==> config.mk <==
export PLATFORM = sky130hd
export DESIGN_NAME = mem_arbiter
export DESIGN_NICKNAME = d
export VERILOG_FILES = /design/src/rtl/mem_arbiter.sv
export SDC_FILE = /design/constraint.sdc
export NUM_CORES = 1
export LEC_CHECK = 0
export CORE_AREA = 2 2 68 54
export DETAILED_ROUTE_END_ITERATION = 12
export DIE_AREA = 0 0 70 56
export GPL_TIMING_DRIVEN = 0
export MAX_ROUTING_LAYER = met4
export PLACE_DENSITY = 0.77
export SLEW_MARGIN = 40
export SYNTH_ARGS = -nofsm -noshare
export SYNTH_HDL_FRONTEND = slang
export SYNTH_SLANG_ARGS = --single-unit
export TNS_END_PERCENT = 30
==> constraint.sdc <==
create_clock -name clk -period 1.71 [get_ports clk]
set_clock_uncertainty 0.2 [all_clocks]
set_input_delay 0.171 -clock clk [delete_from_list [all_inputs] [get_ports clk]]
set_output_delay 0.171 -clock clk [all_outputs]
set_load 0.01 [all_outputs]
==> src/rtl/mem_arbiter.sv <==
// Two-port round-robin arbiter/sequencer in front of a single-port synchronous memory, with bounded burst lock.
// Latency: grant is combinational (0 cycles); read data and rvalid arrive 1 cycle after the grant.
// Backpressure: a requester holds req until gnt; a losing port simply waits, and nothing is queued.
//
// Ports: clk/rst (sync, active-high); per-port req/we/lock/addr/wdata in, gnt/rvalid out;
//        rd_data shared return; mem_* drive the memory command and mem_data_out brings its read data back.
module mem_arbiter #(
    parameter int ADDR_WIDTH = 4,
    parameter int MEM_WIDTH  = 16,
    parameter int MAX_BURST  = 4
) (
    input  logic                  clk,
    input  logic                  rst,
    input  logic                  req0,
    input  logic                  req1,
    input  logic                  we0,
    input  logic                  we1,
    input  logic                  lock0,
    input  logic                  lock1,
    input  logic [ADDR_WIDTH-1:0] addr0,
    input  logic [ADDR_WIDTH-1:0] addr1,
    input  logic [MEM_WIDTH-1:0]  wdata0,
    input  logic [MEM_WIDTH-1:0]  wdata1,
    output logic                  gnt0,
    output logic                  gnt1,
    output logic                  rvalid0,
    output logic                  rvalid1,
    output logic [MEM_WIDTH-1:0]  rd_data,
    output logic                  mem_wr_en,
    output logic [ADDR_WIDTH-1:0] mem_address,
    output logic [MEM_WIDTH-1:0]  mem_data_in,
    input  logic [MEM_WIDTH-1:0]  mem_data_out
);

    localparam int BW = $clog2(MAX_BURST + 1);

    localparam logic [1:0] IDLE  = 2'd0;
    localparam logic [1:0] LOCK0 = 2'd1;
    localparam logic [1:0] LOCK1 = 2'd2;

    // A locked beat may extend the lock only while beats+1 < MAX_BURST,
    // i.e. beats < MAX_BURST-1. With MAX_BURST=1 this never holds, so lock is inert.
    localparam logic [BW-1:0] LAST_BEAT = BW'(MAX_BURST - 1);

    logic [1:0]    state;
    logic [1:0]    state_nxt;
    logic          prio;
    logic          prio_nxt;
    logic [BW-1:0] beats;
    logic [BW-1:0] beats_nxt;
    logic          rvalid0_q;
    logic          rvalid1_q;
    logic          arb_prio;
    logic          g0;
    logic          g1;

    // Grant selection. A lock owner that drops its request releases ownership
    // in the same cycle, and the other port is then preferred.
    always_comb begin
        g0       = 1'b0;
        g1       = 1'b0;
        arb_prio = prio;
        if (!rst) begin
            if (state == LOCK0 && req0) begin
                g0 = 1'b1;
            end else if (state == LOCK1 && req1) begin
                g1 = 1'b1;
            end else begin
                if (state == LOCK0) begin
                    arb_prio = 1'b1;
                end else if (state == LOCK1) begin
                    arb_prio = 1'b0;
                end
                if (req0 && req1) begin
                    g0 = ~arb_prio;
                    g1 = arb_prio;
                end else begin
                    g0 = req0;
                    g1 = req1;
                end
            end
        end
    end

    // Ownership / burst bookkeeping after the beat granted this cycle.
    always_comb begin
        state_nxt = IDLE;
        beats_nxt = '0;
        prio_nxt  = arb_prio;
        if (g0) begin
            if (lock0 && beats < LAST_BEAT) begin
                state_nxt = LOCK0;
                beats_nxt = beats + 1'b1;
            end else begin
                prio_nxt = 1'b1;
            end
        end else if (g1) begin
            if (lock1 && beats < LAST_BEAT) begin
                state_nxt = LOCK1;
                beats_nxt = beats + 1'b1;
            end else begin
                prio_nxt = 1'b0;
            end
        end
    end

    always_ff @(posedge clk) begin
        if (rst) begin
            state     <= IDLE;
            prio      <= 1'b0;
            beats     <= '0;
            rvalid0_q <= 1'b0;
            rvalid1_q <= 1'b0;
        end else begin
            state     <= state_nxt;
            prio      <= prio_nxt;
            beats     <= beats_nxt;
            rvalid0_q <= g0 & ~we0;
            rvalid1_q <= g1 & ~we1;
        end
    end

    // A read granted just before reset must not show up while reset is held,
    // so the registered valids are qualified by rst.
    assign rvalid0 = rvalid0_q & ~rst;
    assign rvalid1 = rvalid1_q & ~rst;

    assign gnt0        = g0;
    assign gnt1        = g1;
    assign rd_data     = mem_data_out;
    assign mem_wr_en   = (g0 & we0) | (g1 & we1);
    assign mem_address = g0 ? addr0  : (g1 ? addr1  : '0);
    assign mem_data_in = g0 ? wdata0 : (g1 ? wdata1 : '0);

endmodule

==> results.toml, run 1 <==
[status]
status = "finished, violations left"
violations = "negative setup slack"

[global_route]
grt_start_max_net_pins = 11
grt_overflow = 0
grt_usage_pct = 14.9
grt_pass1_wl_um = 4510
antenna_found_initial = 0
grt_pass1_vias = 972

[drt]
routed_wl_um = 2900
viasPerCell = 4.51
wl_per_cell_um = 13.3
met2_length_um = 1610
drt-pass1-iter-count = 2
dr.first_iter.drc_count = 15
dr_total_vias = 983
routedLengthMet1_um = 1060
drc_errors = 0
top_layer_used = "met3"
dr_wl_met3_um = 230
drt.antenna.violating_nets = 0

[yosys]
synth_top_area_cell = "a22o_1"
yosys.area.top_type_share_pct = 25.7
netlist_area_um2 = 714
syn_area_per_cell_um2 = 8.93
synth_seq_area_share_pct = 22.4
synth.distinct_cells = 24
ys_ff_latch = 8
ys_top_cells_by_area = "a22o_1 (26%), dfxtp_1 (22%), buf_4 (17%), nor3_1 (3.5%), buf_6 (3.2%)"
syn_nets = 145
ys_warn_count = 0
syn_inst = 80

[sta]
tightestPinTransition_ns = 0.338
slew-limit-headroom_pct = 77.4
rsz0062_at_grt = "true"
setup_viol = 25
holdWs_ns = 0.263
period_share_pct = 121
max_freq_mhz = 481
min_period_ns = 2.08
maxSlewViolCount = 0
setup_tns_ns = -7.94
worst_slack_ns = -0.367
finalHoldViolations = 0

[setup_path]
startpoint = "state[1]"
cp_data_required_time_ns = 1.34
r2r_cells = 5
r2r_end = "beats[2]"
critPathCapture = "mem_data_in[4]"
worstSetupStartpointType = "register"
worstPathArrival_ns = 1.71
critPathKind = "reg -> out"
reg2reg_from = "state[1]"
r2r_slack_ns = 0.04
cp-end-kind = "output pin"
cp_max_fo = 5

[floorplanning]
core_area_um2 = 3200
die_x_um = 70
rows = 18
start_util_pct = 22.3
die_h_um = 56
ios = 105
die_area_um2 = 3920

[worst_hold_path]
min_path_type = "in -> reg"

[placed_design]
portBuffers = 88
placed_area_um2 = 1650
dp_hpwl_um = 2400
gp_congestion = 0.827
placed_cells = 208

[power]
p_clk_share_pct = 27.3
power.switching_mw = 0.217
p_sw_share_pct = 26.5
seqPwrFrac_pct = 24.9
p_per_area_nw_per_um2 = 487
combPwrFrac_pct = 47.8
leakage_nw = 0.750
irDropWorstVdd_mv = 0.394
p_int_mw = 0.601

[layout]
drive_above_1_share_pct = 37.1
final.fill_count = 315
diodes = 0
fin_area_um2 = 1680
layout_commonest_cell = "clkdlybuf4s50_1"
layout_common_cells = "clkdlybuf4s50_1 (64), buf_4 (22), buf_2 (22)"
fin_cells = 218
syn2layout_area_growth_pct = 135
fin_nets = 245

[cts]
cts_max_path_buffers = 2
clock-sinks = 8
worstSkewPairLatency_ns = 0.23
cts_max_level = 1
root_buffer = "clkbuf_8"
cts.clk_slew.worst_paths_ns = 0.04
numCtsBuffers = 3
cts_tree = "yes"

[flow_run]
max_cap_violations = 0
## how the worst min path moves through the flow
stage	endpoint	depth (start not counted)	slack (ns)	from
floorplan	rvalid0_q	1	0.05	we0
global placement	beats[0]	1	0.24	beats[0]
detailed placement	beats[0]	1	0.25	beats[0]
CTS	state[1]	3	0.26	req1
global route	state[1]	3	0.28	req1
finish	state[1]	3	0.26	req1
## sequential cells by signal, indices dropped and copies added, names as in the netlist
signal     cells
beats          3
prio           1
rvalid0_q      1
rvalid1_q      1
state          2
## timing repair
action / 4_1_cts / 5_1_grt
hold buffers: 0 / 0
gates cloned: 1 / 0
endpoints found under the setup margin: 28 / 28
resized for setup: 97 / 6
setup buffers: 4 / 2
pin swaps: 20 / 3
## cell type report
class                           instances  area, µm²  area share (%)
Clock buffer                            3       41.3            2.46
Inverter                                1       3.75           0.223
Multi-Input combinational cell         50        419            24.9
Tap cell                               40       50.0            2.98
Buffer                                 21        160            9.53
Sequential cell                         8        165            9.83
Timing Repair Buffer                   95        841            50.0
## Yosys cell counts (all sizes together)
cell	count
xnor2	1
o221ai	1
nor2	2
nor3	7
nand2b	2
o22a	1
inv	1
ha	1
nand2	2
buf	21
and2	2
a221o	1
o21ai	1
a21oi	3
nor3b	1
a22o	21
dfxtp	8
nor2b	3
o221a	1
## per-layer routing
metal	track usage [%]	vias to the layer above
met2	28.0	51
met4	3.57	0
met5	-	-
met1	15.0	447
met3	4.71	0
li1	-	485
## metrics by stage
step	power (mW)	utilization [%]	setup slack [ns]
after detailed placement	0.611	51.4	-0.938
after CTS	0.825	51.9	-0.461
after floorplan	0.365	-	0.0198
final	0.818	52.5	-0.367
after global placement	0.606	51.4	-0.921
after global routing	0.867	52.5	-0.435
## worst max-delay path, cell delays in order (launching register included)
cell	delay [ns]
dfxtp_2	0.32
nand2b_4	0.14
a221o_2	0.39
nor2_4	0.12
buf_4	0.13
buf_6	0.10
a22o_1	0.14
buf_2	0.13
## power groups by stage
stage	Clock (mW)	Sequential, mW	Combinational (mW)
2_1_floorplan	0	0.204	0.161
3_3_place_gp	0	0.204	0.401
3_5_place_dp	0	0.205	0.406
4_1_cts	0.231	0.204	0.390
5_1_grt	0.244	0.205	0.418
6_report	0.224	0.204	0.391
## cell families after synthesis
group	after synthesis	share of synthesized area (%)
compound gates	29	34.8
flops	8	22.4
buf+inv	22	22.4
fa+ha+maj	1	1.75
xor+xnor	1	1.23
simple gates	19	17.3
Note: power is estimated with default switching activity, not from simulation.
==> run 2: changes to the inputs <==
--- a/config.mk
+++ b/config.mk
@@ -5,12 +5,12 @@
 export SDC_FILE = /design/constraint.sdc
 export NUM_CORES = 1
 export LEC_CHECK = 0
-export CORE_AREA = 2 2 68 54
+export CORE_AREA = 2 2 52 42
 export DETAILED_ROUTE_END_ITERATION = 12
-export DIE_AREA = 0 0 70 56
+export DIE_AREA = 0 0 54 44
+export DONT_BUFFER_PORTS = 1
 export GPL_TIMING_DRIVEN = 0
 export MAX_ROUTING_LAYER = met4
-export PLACE_DENSITY = 0.77
 export SLEW_MARGIN = 40
 export SYNTH_ARGS = -nofsm -noshare
 export SYNTH_HDL_FRONTEND = slang
==> run 2 against run 1 <==
  * Via count fell by 31%
  * Sequential power barely moved
  * Critical path depth fell by 2
  * The run still ends with negative setup slack left
  * Fmax rose by 2.8%
  * Routed wire length fell by 26%
  * Largest power group unchanged
  * Critical path type unchanged
  * Highest routed layer is now met4
==> results.toml, run 2 (synthesized netlist as in run 1, its figures left out) <==
[sta]
rsz0062_at_grt = "true"
period_share_pct = 118
tightestPinTransition_ns = 0.465
worst_slack_ns = -0.311
slew-limit-headroom_pct = 69.0
setup_tns_ns = -6.14
setup_viol = 22
maxSlewViolCount = 0
holdWs_ns = 0.00849
max_freq_mhz = 495
finalHoldViolations = 0
min_period_ns = 2.02

[global_route]
grt_pass1_wl_um = 2770
grt_pass1_vias = 605
grt_start_max_net_pins = 11
grt_usage_pct = 17.1
antenna_found_initial = 0
grt_overflow = 0

[placed_design]
gp_congestion = 0.744
placed_area_um2 = 744
pre_cts_slack_ns = -0.160
dp_hpwl_um = 1530
portBuffers = 0
placed_cells = 104

[layout]
fin_cells = 117
regMostFlops = "beats"
layout_common_cells = "buf_4 (21), a22o_4 (14), a22o_1 (7)"
layout_commonest_cell = "buf_4"
fin_area_um2 = 1030
fin_nets = 160
syn2layout_area_growth_pct = 44.0
largest_registers = "beats (3), state (2)"
final_util_pct = 54.4
largest_reg_flops = 3
diodes = 0
drive_above_1_share_pct = 58.1

[floorplanning]
core_area_um2 = 1890
die_x_um = 54
die_area_um2 = 2380
die_h_um = 44
start_util_pct = 37.8
rows = 14
ios = 105

[power]
leakage_nw = 0.454
p_per_area_nw_per_um2 = 571
irDropWorstVdd_mv = 0.440
total_power_mw = 0.587

[status]
violations = "negative setup slack"
status = "finished, violations left"

[drt]
routed_wl_um = 2140
drt-pass1-iter-count = 4
drt.antenna.violating_nets = 0
viasPerCell = 5.76
dr.first_iter.drc_count = 7
dr_total_vias = 674
drc_errors = 0
wl_per_cell_um = 18.3

[cts]
cts.clk_slew.worst_paths_ns = 0.05
cts_tree = "yes"
cts_max_level = 1
root_buffer = "clkbuf_4"
clock-sinks = 8
numCtsBuffers = 3
worstSkewPairLatency_ns = 0.25
cts_max_path_buffers = 2

[setup_path]
critPathKind = "reg -> out"
cp_data_required_time_ns = 1.34
cp-end-kind = "output pin"
worstSetupStartpointType = "register"
cp_max_fo = 5
worstPathArrival_ns = 1.65

[flow_run]
max_cap_violations = 0

[worst_hold_path]
min_path_type = "in -> reg"
-- run 2: critical path, stage by stage (launching register included) --
cell and delay, ns:
dfxtp_2 0.32, nand2b_4 0.14, a221o_2 0.41, nor2_4 0.20, buf_6 0.15, a22o_1 0.18
-- run 2: final cells by class --
cell class / count / area (µm²)
buffer: 21 / 165
clock buffer: 3 / 22.5
inverter: 1 / 3.75
multi-input combinational: 50 / 552
sequential: 8 / 163
tap: 24 / 30.0
timing repair buffer: 10 / 92.6
fill: 188 / 863
-- run 2: routing by layer --
layer / up-vias / part of all wire [%] / GRT usage (%) / wire length, µm
li1: 312 / - / - / -
met1: 310 / 37 / 21.3 / 795
met2: 50 / 52 / 27.1 / 1120
met3: 2 / 9.8 / 4.83 / 210
met4: 0 / 0.61 / 4.50 / 13
met5: - / 0 / - / 0
-- run 2: final timing paths --
kind | start | slack [ns] | endpoint | depth (start not counted)
worst max register to register | state[1] | 0.03 | beats[1] | 5
worst min register to register | beats[0] | 0.26 | beats[0] | 1
worst min-delay path | req1 | 0.008 | state[1] | 3
worst max-delay path | state[1] | -0.31 | mem_address[1] | 5
-- run 2: timing repair --
action / CTS / global route
hold buffers: 4 / 0
setup buffers: 2 / 2
pin swaps: 15 / 11
setup endpoints to repair: 23 / 26
hold endpoints to repair: 5 / 0
gates resized for setup: 16 / 15
gates cloned: 1 / 1
-- run 2: power by group --
part / internal [mW] / total, mW / switching, mW
clock network: 0.0798 / 0.137 / 0.0570
registers: 0.197 / 0.203 / 0.00686
logic: 0.132 / 0.247 / 0.115
total: 0.409 / 0.587 / 0.179
==> run 3: changes to the inputs <==
--- a/config.mk
+++ b/config.mk
@@ -5,6 +5,7 @@
 export SDC_FILE = /design/constraint.sdc
 export NUM_CORES = 1
 export LEC_CHECK = 0
+export ABC_AREA = 0
 export CORE_AREA = 2 2 52 42
 export DETAILED_ROUTE_END_ITERATION = 12
 export DIE_AREA = 0 0 54 44
==> results of run 3 <==
Final layout, timing and power as in run 2 (identical DEF).
